`config.mk`:
```
export PLATFORM = sky130hd
export DESIGN_NAME = byte_inv_permutation_unit
export DESIGN_NICKNAME = d
export VERILOG_FILES = /design/src/rtl/aes_pkg.sv /design/src/rtl/byte_inv_permutation_controller.sv /design/src/rtl/byte_inv_permutation_unit.sv
export SDC_FILE = /design/constraint.sdc
export NUM_CORES = 1
export LEC_CHECK = 0
export CAP_MARGIN = 20
export CORE_AREA = 2 2 178 180
export DETAILED_ROUTE_END_ITERATION = 6
export DIE_AREA = 0 0 180 182
export PLACE_DENSITY_LB_ADDON = 0.2
export SYNTH_ARGS = -nofsm -noshare
export SYNTH_HDL_FRONTEND = slang
export SYNTH_HIERARCHICAL = 1
export SYNTH_SLANG_ARGS = --single-unit
```
`constraint.sdc`:
```
create_clock -name clk -period 2.4 [get_ports clk]
set_input_delay 0.48 -clock clk [delete_from_list [all_inputs] [get_ports clk]]
set_output_delay 0.48 -clock clk [all_outputs]
set_load 0.02 [all_outputs]
```
`src/rtl/aes_pkg.sv`:
```
// rtl/aes_pkg.sv - shared AES datapath types and the ShiftRows source-index helper
package aes_pkg;

    localparam int AES_BLOCK_BYTES = 16;

    typedef logic [7:0] aes_byte_t;

    // k = 4*column + row; the column field wraps naturally in 2 bits.
    function automatic logic [3:0] shift_rows_src(input logic [3:0] k, input logic inverse);
        logic [1:0] col;
        logic [1:0] row;
        logic [1:0] src_col;
        col     = k[3:2];
        row     = k[1:0];
        src_col = inverse ? (col - row) : (col + row);
        return {src_col, row};
    endfunction

endpackage

```
`src/rtl/byte_inv_permutation_controller.sv`:
```
// rtl/byte_inv_permutation_controller.sv - ping-pong bank flags, pointers and stream handshakes
module byte_inv_permutation_controller
    import aes_pkg::*;
#(
    parameter bit INVERSE = 1'b1
) (
    input  logic       clk,
    input  logic       rst,
    input  logic       rst_synch,
    input  logic       in_valid,
    output logic       in_ready,
    input  logic       out_ready,
    output logic       out_valid,
    output logic       out_last,
    output logic       wr_en,
    output logic       wr_bank,
    output logic [3:0] wr_addr,
    output logic       rd_bank,
    output logic [3:0] rd_addr
);

    logic [1:0] full;
    logic [1:0] full_nxt;
    logic [3:0] wr_cnt;
    logic [3:0] rd_cnt;
    logic       rd_fire;
    logic       wr_done;
    logic       rd_done;

    assign in_ready  = !full[wr_bank];
    assign out_valid = full[rd_bank];
    assign out_last  = out_valid && (rd_cnt == 4'd15);

    assign wr_en   = in_valid && in_ready;
    assign rd_fire = out_valid && out_ready;
    assign wr_done = wr_en && (wr_cnt == 4'd15);
    assign rd_done = rd_fire && (rd_cnt == 4'd15);

    assign wr_addr = wr_cnt;
    assign rd_addr = shift_rows_src(rd_cnt, INVERSE);

    // Completions in the same cycle always hit different banks, so both apply.
    always_comb begin
        full_nxt = full;
        if (wr_done) full_nxt[wr_bank] = 1'b1;
        if (rd_done) full_nxt[rd_bank] = 1'b0;
    end

    always_ff @(posedge clk or negedge rst) begin
        if (!rst) begin
            full    <= 2'b00;
            wr_bank <= 1'b0;
            wr_cnt  <= 4'd0;
            rd_bank <= 1'b0;
            rd_cnt  <= 4'd0;
        end else if (rst_synch) begin
            full    <= 2'b00;
            wr_bank <= 1'b0;
            wr_cnt  <= 4'd0;
            rd_bank <= 1'b0;
            rd_cnt  <= 4'd0;
        end else begin
            full <= full_nxt;
            if (wr_en) begin
                wr_cnt <= wr_cnt + 4'd1;
                if (wr_done) wr_bank <= ~wr_bank;
            end
            if (rd_fire) begin
                rd_cnt <= rd_cnt + 4'd1;
                if (rd_done) rd_bank <= ~rd_bank;
            end
        end
    end

endmodule

```
`src/rtl/byte_inv_permutation_unit.sv`:
```
// rtl/byte_inv_permutation_unit.sv - byte-serial (Inv)ShiftRows with two ping-pong state banks
module byte_inv_permutation_unit
    import aes_pkg::*;
#(
    parameter bit INVERSE = 1'b1
) (
    input  logic       clk,
    input  logic       rst,
    input  logic       rst_synch,
    input  logic       in_valid,
    output logic       in_ready,
    input  logic [7:0] in_byte,
    output logic       out_valid,
    input  logic       out_ready,
    output logic [7:0] out_byte,
    output logic       out_last
);

    aes_byte_t  bank [2][AES_BLOCK_BYTES];
    logic       wr_en;
    logic       wr_bank;
    logic [3:0] wr_addr;
    logic       rd_bank;
    logic [3:0] rd_addr;

    byte_inv_permutation_controller #(
        .INVERSE (INVERSE)
    ) u_ctrl (
        .clk       (clk),
        .rst       (rst),
        .rst_synch (rst_synch),
        .in_valid  (in_valid),
        .in_ready  (in_ready),
        .out_ready (out_ready),
        .out_valid (out_valid),
        .out_last  (out_last),
        .wr_en     (wr_en),
        .wr_bank   (wr_bank),
        .wr_addr   (wr_addr),
        .rd_bank   (rd_bank),
        .rd_addr   (rd_addr)
    );

    always_ff @(posedge clk or negedge rst) begin
        if (!rst) begin
            for (int b = 0; b < 2; b++)
                for (int i = 0; i < AES_BLOCK_BYTES; i++)
                    bank[b][i] <= '0;
        end else if (rst_synch) begin
            for (int b = 0; b < 2; b++)
                for (int i = 0; i < AES_BLOCK_BYTES; i++)
                    bank[b][i] <= '0;
        end else if (wr_en) begin
            bank[wr_bank][wr_addr] <= in_byte;
        end
    end

    // Cleared banks make out_byte read 8'h00 straight out of reset.
    assign out_byte = bank[rd_bank][rd_addr];

endmodule

```
==> results of run 1 <==
## cell usage in the layout, fill, tap and decap left out, types with 4 or more instances in the layout
cell type,Yosys,layout
dfrtp_1,268,266
a21oi_1,264,264
o21ai_0,262,260
nand3_1,260,259
mux4_2,80,80
buf_12,0,45
buf_4,8,41
clkbuf_16,0,30
clkdlybuf4s50_1,0,10
mux2_4,1,9
clkbuf_8,0,9
buf_6,1,9
inv_1,8,8
clkinv_2,0,7
clkbuf_1,166,6
nand4_1,4,4
## area by class of cell
class	instances	area (um^2)	share of cell area [%]
sequential	268	6710	41.3
multi-input combinational	930	6450	39.7
timing repair buffer	117	1600	9.84
clock buffer	43	858	5.28
tap	402	503	3.10
clock inverter	10	80.1	0.493
inverter	9	33.8	0.208
## timing repair
action | in CTS | in global routing
setup buffers | 12 | 2
hold buffers | 1 | 0
endpoints found under the setup margin | 11 | 45
resized for setup | 67 | 6
endpoints found under the hold margin | 54 | 0
cloned | 3 | 1
pin swaps | 2 | 1
## worst max-delay path, stage by stage, from the launching register on
cell     delay [ns]
dfrtp_4        0.48
buf_4          0.17
buf_16         0.13
mux4_2         0.50
mux4_2         0.52
mux2_4         0.31
buf_4          0.16
## logic make-up after synthesis
family / after synthesis
simple gates: 301
compound gates: 533
buf+inv: 198
mux: 91
fa+ha+maj: 3
flops: 268
xor+xnor: 2
## sequential cells by signal (all words and copies together) (netlist names)
name	cells
bank	256
u_ctrl/rd_cnt	4
u_ctrl/wr_addr	4
u_ctrl/full	2
u_ctrl/rd_bank	1
u_ctrl/wr_bank	1
## metrics by stage
stage | std cells | TNS [ns] | hold WS (ns) | setup WS (ns)
after floorplan | 1396 | -1.13 | 0.184 | -0.141
after global placement | 1710 | -15.31 | 0.464 | -0.695
after detailed placement | 1710 | -24.19 | 0.459 | -0.744
after CTS | 1776 | -7.25 | 0.382 | -0.922
after global routing | 1779 | -7.55 | 0.419 | -0.968
final | 1779 | -7.10 | 0.390 | -0.904
## final timing paths
kind / from / to / depth (start not counted)
min: rst_synch / u_ctrl/full[0] / 2
max: u_ctrl/rd_cnt[0] / out_byte[4] / 6
min in group asynchronous: rst / bank[216] / 2
max reg2reg: u_ctrl/full[1] / bank[249] / 6
max in group asynchronous: rst / u_ctrl/rd_cnt[0] / 3
min reg2reg: bank[7] / bank[7] / 2
## layer usage
layer | up-vias | global-route usage [%] | wire, um | part of all wire, %
met5 | - | 0 | 0 | 0
met4 | 0 | 5.98 | 696 | 1.6
met3 | 60 | 4.03 | 3190 | 7.5
met2 | 538 | 42.5 | 20500 | 48
met1 | 5992 | 37.1 | 18300 | 43
li1 | 5074 | - | - | -
## report_power, final
group          total (mW)  switching, mW  leakage, nW  internal, mW
sequential           4.55         0.0117         3.73          4.54
clock                4.45           1.88        0.464          2.57
combinational       0.802          0.594         1.99         0.208
total                9.80           2.49         6.19          7.31
==> summary.txt, run 1 <==
Outcome
  – Failing checks: setup timing
  – Outcome: finished, violations left

Finish
  – Final core utilization: 52.4%
  – Antenna cells: 0
  – Fin nets: 1371
  – Final non-filler cell area: 16200 um^2
  – Layout cells sized above 1: 19.5%
  – Synth-to-layout area growth: 17.9%
  – Fill cells: 2684

Timing
  – Slew Viols, Final: 0
  – Unrepaired setup endpoints after global routing: true
  – Final Hold Fails: 0
  – Min Tclk post-route: 3.30 ns
  – # setup viols final: 8
  – Rel. slew slack: 64.8%
  – Final worst setup slack: -0.904 ns
  – Fmax: 303 MHz
  – Period utilization: 138%
  – Final clock skew: 0.0107 ns
  – Slew @ Worst Pin: 0.528 ns

Clock tree
  – Clock buffer depth: 3
  – Clk sink count: 268
  – Htree depth: 1
  – Worst-path clk slew: 0.06 ns
  – CTS tree: built
  – Total CTS buffers: 29
  – Worst skew pair latency: 0.55 ns
  – Root Buffer: clkbuf_16

Placed design
  – Placement-stage cell area: 15000 um^2
  – GP Congestion: 0.768
  – Port buffer count: 23
  – Final HPWL DP: 22.7 mm

Synth
  – Synth Area in XOR/XNOR: 0.127%
  – Register area share after synthesis: 48.7%
  – Cell Area, Synth: 13800 um^2
  – Most frequent cell after synthesis: dfrtp_1
  – Number of flops mapped to enable cells by yosys: 0
  – Syn Nets: 1412
  – Area contributors post-synth: dfrtp_1 (49%), mux4_2 (13%), a21oi_1 (9.6%)
  – Post-synthesis register bit count: 268
  – Ys flop type: dfrtp_1
  – Multiplexer area fraction after synthesis: 14.0%
  – Cell taking the most area after synthesis: dfrtp_1
  – Yosys warns: 6
  – Largest family of logic cells by synthesized area: compound AO/OA/AOI/OAI gates
  – Fraction of the mapped netlist area in compound gates: 19.6%
  – Area share of fa/ha/maj cells after synthesis: 0.273%
  – Avg Cell Area, Syn: 9.87 um^2
  – Library cells used by synthesis: 44
  – Async SR Flop Fraction: 100%
  – Yosys top cell area share: 48.7%
  – Simple-Gate Fraction of Synth Area: 11.7%
  – Mapped Cells: 1396
  – Synth cell count leaders: dfrtp_1 (268), a21oi_1 (264), o21ai_0 (262), nand3_1 (260), clkbuf_1 (166)

Worst setup path
  – Crit path max fanout: 6
  – Arr. time, crit path: 2.82 ns
  – Setup crit end kind: output port
  – Crit start category: flop
  – Reg2reg setup slack: 0.13 ns
  – CP Class: flop to output port
  – Worst endpoint required time: 1.92 ns

Power
  – Total power: 9.80 mW
  – PwrDens: 603 nW/um^2
  – Peak VDD IR: 0.456 mV
  – Leak pwr: 6.19 nW

Floorplanning
  – Row Count: 65
  – Die area: 32800 um^2
  – Core area: 31000 um^2
  – Ports: 24
  – Initial Utilization: 44.5%
  – Vert. Die Dim: 182 um
  – Die W: 180 um

Global route
  – Largest net degree at the start of global routing: 69
  – Vias in the first global route: 11600
  – Global route overflow: 0
  – Antenna violations before repair: 0
  – First-pass GRT wire length: 68.7 mm
  – Gr usage total: 26.1%

Flow run
  – Max Cap Viol: 0

Detailed routing
  – Vias/cell: 6.56
  – DR iter-0 viols: 1276
  – Routed length per instance: 24.0 um
  – Antenna-violating nets left: 0
  – Vias: 11700
  – Routed wire length: 42.7 mm
  – DR pass1 iterations: 5
  – Post-route DRC: 0

Worst hold path
  – Hold crit path type: input pin to flop
Power figures use the tool's default switching activity.
==> run 2, diff against run 1 <==
==> constraint.sdc (replaced) <==
create_clock -name clk -period 2.9 [get_ports clk]
set_input_delay 0.58 -clock clk [delete_from_list [all_inputs] [get_ports clk]]
set_output_delay 0.58 -clock clk [all_outputs]
set_load 0.02 [all_outputs]
==> run 2 against run 1 <==
Compared with the run above: the run ends with hold timing, setup timing left; combinational power is 21% lower; register-to-register slack better by 0.48 ns; largest power group is now clock; cell count is 0.67% lower; setup slack better by 0.39 ns; worst hold slack worse by 0.39 ns; clock power is 9.0% lower; non-clock buffer count is 15 lower; flip-flop and latch count stayed put; die area stayed put; power is 14% lower.
==> summary.txt, run 2 (synthesis gave the netlist of run 1 again) <==
Global route
  – Vias in the first global route: 11600 (about the same)
  – Global route overflow: 0 (unchanged)
  – First-pass GRT wire length: 68.3 mm (was 68.7 mm)
  – Gr usage total: 26.1% (about the same)
  – Antenna violations before repair: 0 (unchanged)
  – Largest net degree at the start of global routing: 93 (was 69)

Timing
  – Unrepaired setup endpoints after global routing: true (unchanged)
  – Final Hold Fails: 3 (was 0)
  – Worst Hold Slack: -0.00435 ns (was 0.390 ns)
  – # setup viols final: 8 (unchanged)
  – Fmax: 293 MHz
  – Period utilization: 118%
  – Min Tclk post-route: 3.42 ns
  – Final worst setup slack: -0.516 ns (was -0.904 ns)
  – Final clock skew: 0.0197 ns (was 0.0107 ns)
  – Slew Viols, Final: 0 (unchanged)
  – Rel. slew slack: 52.5% (was 64.8%)
  – Slew @ Worst Pin: 0.713 ns (was 0.528 ns)
  – TNS Setup: -3.85 ns (was -7.10 ns)

Power
  – Combinational power share: 7.5% (was 8.2%)
  – Seq pwr share: 44.6% (was 46.4%)
  – Leak pwr: 6.15 nW (was 6.19 nW)
  – PwrDens: 524 nW/um^2 (was 603 nW/um^2)
  – Clock share of power: 47.9% (was 45.4%)
  – Net Sw Frac: 24.7% (was 25.4%)
  – Peak VDD IR: 0.382 mV (was 0.456 mV)
  – Sw Pwr: 2.09 mW (was 2.49 mW)
  – Internal: 6.36 mW (was 7.31 mW)
  – Total power: 8.45 mW (was 9.80 mW)

Detailed routing
  – Routed wire length: 42.8 mm (was 42.7 mm)
  – Routed length per instance: 24.2 um (was 24.0 um)
  – Antenna-violating nets left: 0 (unchanged)
  – Vias/cell: 6.53 (was 6.56)
  – DR pass1 iterations: 5 (unchanged)
  – Vias: 11500 (was 11700)
  – DR iter-0 viols: 1320 (was 1276)
  – Post-route DRC: 0 (unchanged)

Finish
  – Antenna cells: 0 (unchanged)
  – Top reg by flops: bank (unchanged)
  – Layout cells sized above 1: 18.8% (was 19.5%)
  – Fin cells: 1767 (was 1779)
  – Commonest cells after routing, fill and taps aside: dfrtp_1 (266), a21oi_1 (264), o21ai_0 (262), nand3_1 (260), mux4_2 (80) (was dfrtp_1 (266), a21oi_1 (264), o21ai_0 (260), nand3_1 (259), mux4_2 (80))
  – Commonest non-fill, non-tap cell in the layout: dfrtp_1 (unchanged)
  – Synth-to-layout area growth: 17.1% (was 17.9%)
  – Fill cells: 2702 (was 2684)
  – Fin nets: 1357 (was 1371)
  – Final non-filler cell area: 16100 um^2 (was 16200 um^2)
  – Max FFs per register: 256 (unchanged)

Flow run
  – Max Cap Viol: 0 (unchanged)

Placed design
  – Final HPWL DP: 21.9 mm (was 22.7 mm)
  – Port buffer count: 23 (unchanged)
  – GP Congestion: 0.766 (was 0.768)
  – Placement-stage cell area: 14800 um^2 (was 15000 um^2)
  – DP Cell Count: 1700 (was 1710)

Worst setup path
  – CP max-delay cell: mux4_2 (unchanged)
  – CP max stage delay: 0.53 ns (was 0.52 ns)
  – Crit start category: flop (unchanged)
  – Crit-path cells: buf_4 -> buf_12 -> mux4_2 -> mux4_2 -> mux2_4 -> buf_4 (was buf_4 -> buf_16 -> mux4_2 -> mux4_2 -> mux2_4 -> buf_4)
  – Worst endpoint required time: 2.32 ns (was 1.92 ns)
  – Arr. time, crit path: 2.84 ns (was 2.82 ns)
  – CP bufs+invs: 3 (unchanged)
  – Setup crit end kind: output port (unchanged)
  – Crit path max fanout: 9 (was 6)
  – CP Class: flop to output port (unchanged)
  – Cell family contributing the most delay on the critical path: multiplexers (unchanged)

Outcome
  – Outcome: finished, violations left (unchanged)
  – Failing checks: hold timing, setup timing (was setup timing)

Floorplanning
  – Core area: 31000 um^2 (unchanged)
  – Initial Utilization: 44.5% (unchanged)
  – Row Count: 65 (unchanged)
  – Ports: 24 (unchanged)
  – Vert. Die Dim: 182 um (unchanged)
  – Die W: 180 um (unchanged)
  – Die area: 32800 um^2 (unchanged)

Worst hold path
  – Hold crit path type: input pin to asynchronous set/reset pin (was input pin to flop)

Clock tree
  – Worst-path clk slew: 0.07 ns (was 0.06 ns)
  – Total CTS buffers: 30 (was 29)
  – Worst skew pair latency: 0.56 ns (was 0.55 ns)
  – Htree depth: 1 (unchanged)
  – Root Buffer: clkbuf_16 (unchanged)
  – Clk sink count: 268 (unchanged)
  – CTS tree: built (unchanged)
  – Clock buffer depth: 3 (unchanged)
## run 2: per-stage QoR
| step | util, % | setup WS (ns) |
|---|---|---|
| after CTS | 51.9 | -0.533 |
| after floorplan | - | 0.0661 |
| after global placement | 47.7 | -0.359 |
| final | 52.0 | -0.516 |
| after global routing | 52.0 | -0.535 |
| after detailed placement | 47.7 | -0.366 |
## run 2: final timing paths
check / start / to / slack, ns / cells past startpoint
setup / recovery: u_ctrl/rd_cnt[0] / out_byte[5] / -0.52 / 6
hold / removal: rst / bank[50] / -0.004 / 1
setup reg to reg: u_ctrl/wr_bank / bank[104] / 0.61 / 7
hold reg to reg: bank[236] / bank[236] / 0.54 / 2
max in group asynchronous: rst / bank[71] / 2.11 / 2
min in group clk: bank[236] / bank[236] / 0.54 / 2
## run 2: area by class of cell
class	instances	area (um^2)	area share, %
multi-input cells	930	6440	39.9
well taps	402	503	3.12
clock buffers	41	873	5.42
flip-flops and latches	268	6710	41.6
repair buffers	102	1380	8.56
inverters	9	33.8	0.210
clock inverters	15	180	1.12
## run 2: power groups by stage
stage	Combinational, mW	Clock [mW]	Sequential, mW
final	0.631	4.05	3.77
after global routing	0.663	4.26	3.77
after CTS	0.620	4.09	3.77
after detailed placement	0.621	0	3.84
after global placement	0.617	0	3.84
after floorplan	0.291	0	3.83
## run 2: repair_timing
| action | in CTS | in global routing |
|---|---|---|
| hold buffers | 0 | 0 |
| gates cloned | 5 | 1 |
| endpoints found under the setup margin | 9 | 10 |
| gates resized for setup | 61 | 13 |
| buffers inserted | 6 | 0 |
| pin swaps | 1 | 2 |
## run 2: metal layers
layer | vias to the layer above | share of wire [%] | track usage, %
met3 | 67 | 7.7 | 3.67
met5 | - | 0 | 0
met1 | 5935 | 42 | 36.8
met2 | 502 | 48 | 42.5
li1 | 5042 | - | -
met4 | 0 | 2.0 | 6.89
==> run 3, diff against run 2 <==
--- a/config.mk
+++ b/config.mk
@@ -6,9 +6,9 @@
 export NUM_CORES = 1
 export LEC_CHECK = 0
 export CAP_MARGIN = 20
-export CORE_AREA = 2 2 178 180
+export CORE_AREA = 2 2 146 220
 export DETAILED_ROUTE_END_ITERATION = 6
-export DIE_AREA = 0 0 180 182
+export DIE_AREA = 0 0 148 222
 export PLACE_DENSITY_LB_ADDON = 0.2
 export SYNTH_ARGS = -nofsm -noshare
 export SYNTH_HDL_FRONTEND = slang
==> run 3 against run 2 <==
Compared with the run above: die area up 0.29%; critical path depth stayed put; via count is 0.34% higher; cell area shrank 1.1%; clock-buffer cell count fell by 9; critical endpoint is now out_byte[7]; largest power group unchanged; global-route usage up 0.85 points; maximum frequency rose by 0.52%; register-to-register slack got worse by 0.06 ns; power is 2.6% lower; the flow finishes with violations (setup timing); sequential power is essentially flat; critical path type unchanged; clock skew increased by 0.0015 ns; worst hold slack improved by 0.035 ns.
==> summary.txt, run 3 (synthesis gave the netlist of run 1 again) <==
Outcome
  – Outcome: finished, violations left (unchanged)
  – Failing checks: setup timing (was hold timing, setup timing)

Worst setup path
  – Crit-path cells: buf_6 -> buf_12 -> mux4_2 -> mux4_2 -> mux2_4 -> buf_4 (was buf_4 -> buf_12 -> mux4_2 -> mux4_2 -> mux2_4 -> buf_4)
  – CP max-delay cell: mux4_2 (unchanged)
  – Crit start category: flop (unchanged)
  – CP dominant cell by count: mux4_2
  – Setup crit end kind: output port (unchanged)
  – Worst endpoint required time: 2.32 ns (about the same)
  – CP max stage delay: 0.53 ns (about the same)
  – CP Class: flop to output port (unchanged)
  – Crit path max fanout: 8 (was 9)
  – Arr. time, crit path: 2.82 ns (was 2.84 ns)

Floorplanning
  – Ports: 24 (unchanged)
  – Core area: 30800 um^2 (was 31000 um^2)
  – Vert. Die Dim: 222 um (was 182 um)
  – Die W: 148 um (was 180 um)
  – Initial Utilization: 44.7% (was 44.5%)
  – Die area: 32900 um^2 (was 32800 um^2)
  – Row Count: 79 (was 65)

Flow run
  – Max Cap Viol: 0 (unchanged)

Timing
  – Rel. slew slack: 44.6% (was 52.5%)
  – Slew @ Worst Pin: 0.831 ns (was 0.713 ns)
  – Min Tclk post-route: 3.40 ns (was 3.42 ns)
  – TNS Setup: -3.77 ns (was -3.85 ns)
  – Fmax: 294 MHz (was 293 MHz)
  – Period utilization: 117% (was 118%)
  – Unrepaired setup endpoints after global routing: true (unchanged)
  – Final worst setup slack: -0.498 ns (was -0.516 ns)
  – Final Hold Fails: 0 (was 3)
  – Slew Viols, Final: 0 (unchanged)
  – # setup viols final: 8 (unchanged)
  – Final clock skew: 0.0212 ns (was 0.0197 ns)

Placed design
  – GP Congestion: 0.799 (was 0.766)
  – Final HPWL DP: 23.0 mm (was 21.9 mm)
  – DP Cell Count: 1698 (was 1700)
  – Port buffer count: 23 (unchanged)

Clock tree
  – Post-cts hold buffer count: 0 (unchanged)
  – Root Buffer: clkbuf_16 (unchanged)
  – Clk sink count: 268 (unchanged)
  – Total CTS buffers: 27 (was 30)
  – Worst-path clk slew: 0.06 ns (was 0.07 ns)
  – Clock buffer depth: 3 (unchanged)
  – Htree depth: 1 (unchanged)
  – Worst skew pair latency: 0.57 ns (was 0.56 ns)
  – CTS tree: built (unchanged)

Power
  – Leak pwr: 6.04 nW (was 6.15 nW)
  – Peak VDD IR: 0.335 mV (was 0.382 mV)
  – PwrDens: 516 nW/um^2 (was 524 nW/um^2)

Finish
  – Antenna cells: 0 (unchanged)
  – Fin cells: 1764 (was 1767)
  – Commonest cells after routing, fill and taps aside: dfrtp_1 (266), a21oi_1 (264), o21ai_0 (262), nand3_1 (260), mux4_2 (80) (unchanged)
  – Synth-to-layout area growth: 15.8% (was 17.1%)
  – Layout cells sized above 1: 18.4% (was 18.8%)
  – Top reg by flops: bank (unchanged)
  – Commonest non-fill, non-tap cell in the layout: dfrtp_1 (unchanged)
  – Fin nets: 1354 (was 1357)
  – Max FFs per register: 256 (unchanged)
  – Fill cells: 2793 (was 2702)

Global route
  – Largest net degree at the start of global routing: 86 (was 93)
  – First-pass GRT wire length: 70.0 mm (was 68.3 mm)
  – Vias in the first global route: 12100 (was 11600)
  – Global route overflow: 0 (unchanged)
  – Gr usage total: 26.9% (was 26.1%)
  – Antenna violations before repair: 0 (unchanged)

Detailed routing
  – DR pass1 iterations: 5 (unchanged)
  – Vias: 11600 (was 11500)
  – Routed length per instance: 24.8 um (was 24.2 um)
  – Post-route DRC: 0 (unchanged)
  – Routed wire length: 43.7 mm (was 42.8 mm)
  – Vias/cell: 6.57 (was 6.53)
  – DR iter-0 viols: 1202 (was 1320)
  – Antenna-violating nets left: 0 (unchanged)

Worst hold path
  – Hold crit path type: input pin to asynchronous set/reset pin (unchanged)
-- run 3: stage by stage --
step                      cell area [um^2]  setup slack, ns  power (mW)  util [%]  hold WS (ns)
final                                15900           -0.498        8.23      51.7        0.0305
after global routing                 15900           -0.541        8.44      51.7        0.0950
after CTS                            16000           -0.555        8.27      51.9        0.0724
after detailed placement             14700           -0.330        4.47      47.8         0.530
after global placement               14700           -0.307        4.46      47.8         0.525
after floorplan                      13800           0.0661        4.12         -         0.284
-- run 3: path summary, 6_finish.rpt --
kind                                   from     endpoint  slack [ns]  cells after the start
max                        u_ctrl/rd_cnt[0]  out_byte[7]       -0.50                      6
min                                     rst    bank[239]        0.03                      1
max reg2reg                  u_ctrl/wr_bank    bank[231]        0.55                      7
min reg2reg                        bank[15]     bank[15]        0.54                      2
max in group asynchronous               rst    bank[211]        2.00                      2
min in group clk                   bank[15]     bank[15]        0.54                      2
-- run 3: layer usage --
layer | share of wire (%) | track usage [%] | vias to the layer above | wire length [um]
li1 | - | - | 5038 | -
met1 | 39 | 34.5 | 6004 | 17100
met2 | 52 | 46.9 | 453 | 22900
met3 | 5.6 | 2.55 | 90 | 2450
met4 | 2.8 | 10.4 | 0 | 1230
met5 | 0 | 0 | - | 0
-- run 3: worst max-delay path: cells and delay by family, from the launching register on --
kind	cells	cell delay, ns
mux	3	1.33
flops	1	0.51
buf+inv	3	0.43
-- run 3: power breakdown --
part	total [mW]	switching, mW	internal [mW]
registers	3.77	0.0173	3.75
logic	0.632	0.481	0.150
clock network	3.83	1.60	2.22
total	8.23	2.10	6.13
-- run 3: repair_timing --
item | in CTS | in global routing
cloned | 5 | 0
setup buffers | 12 | 3
pin swaps | 0 | 1
endpoints found under the setup margin | 9 | 8
gates resized for setup | 50 | 5
-- run 3: cell type report --
class | instances | area (um^2) | share of cell area, %
Sequential cell | 268 | 6710 | 42.1
Multi-Input combinational cell | 930 | 6400 | 40.1
Timing Repair Buffer | 102 | 1340 | 8.40
Clock buffer | 32 | 714 | 4.48
Tap cell | 405 | 507 | 3.18
Clock inverter | 18 | 241 | 1.51
Inverter | 9 | 33.8 | 0.212
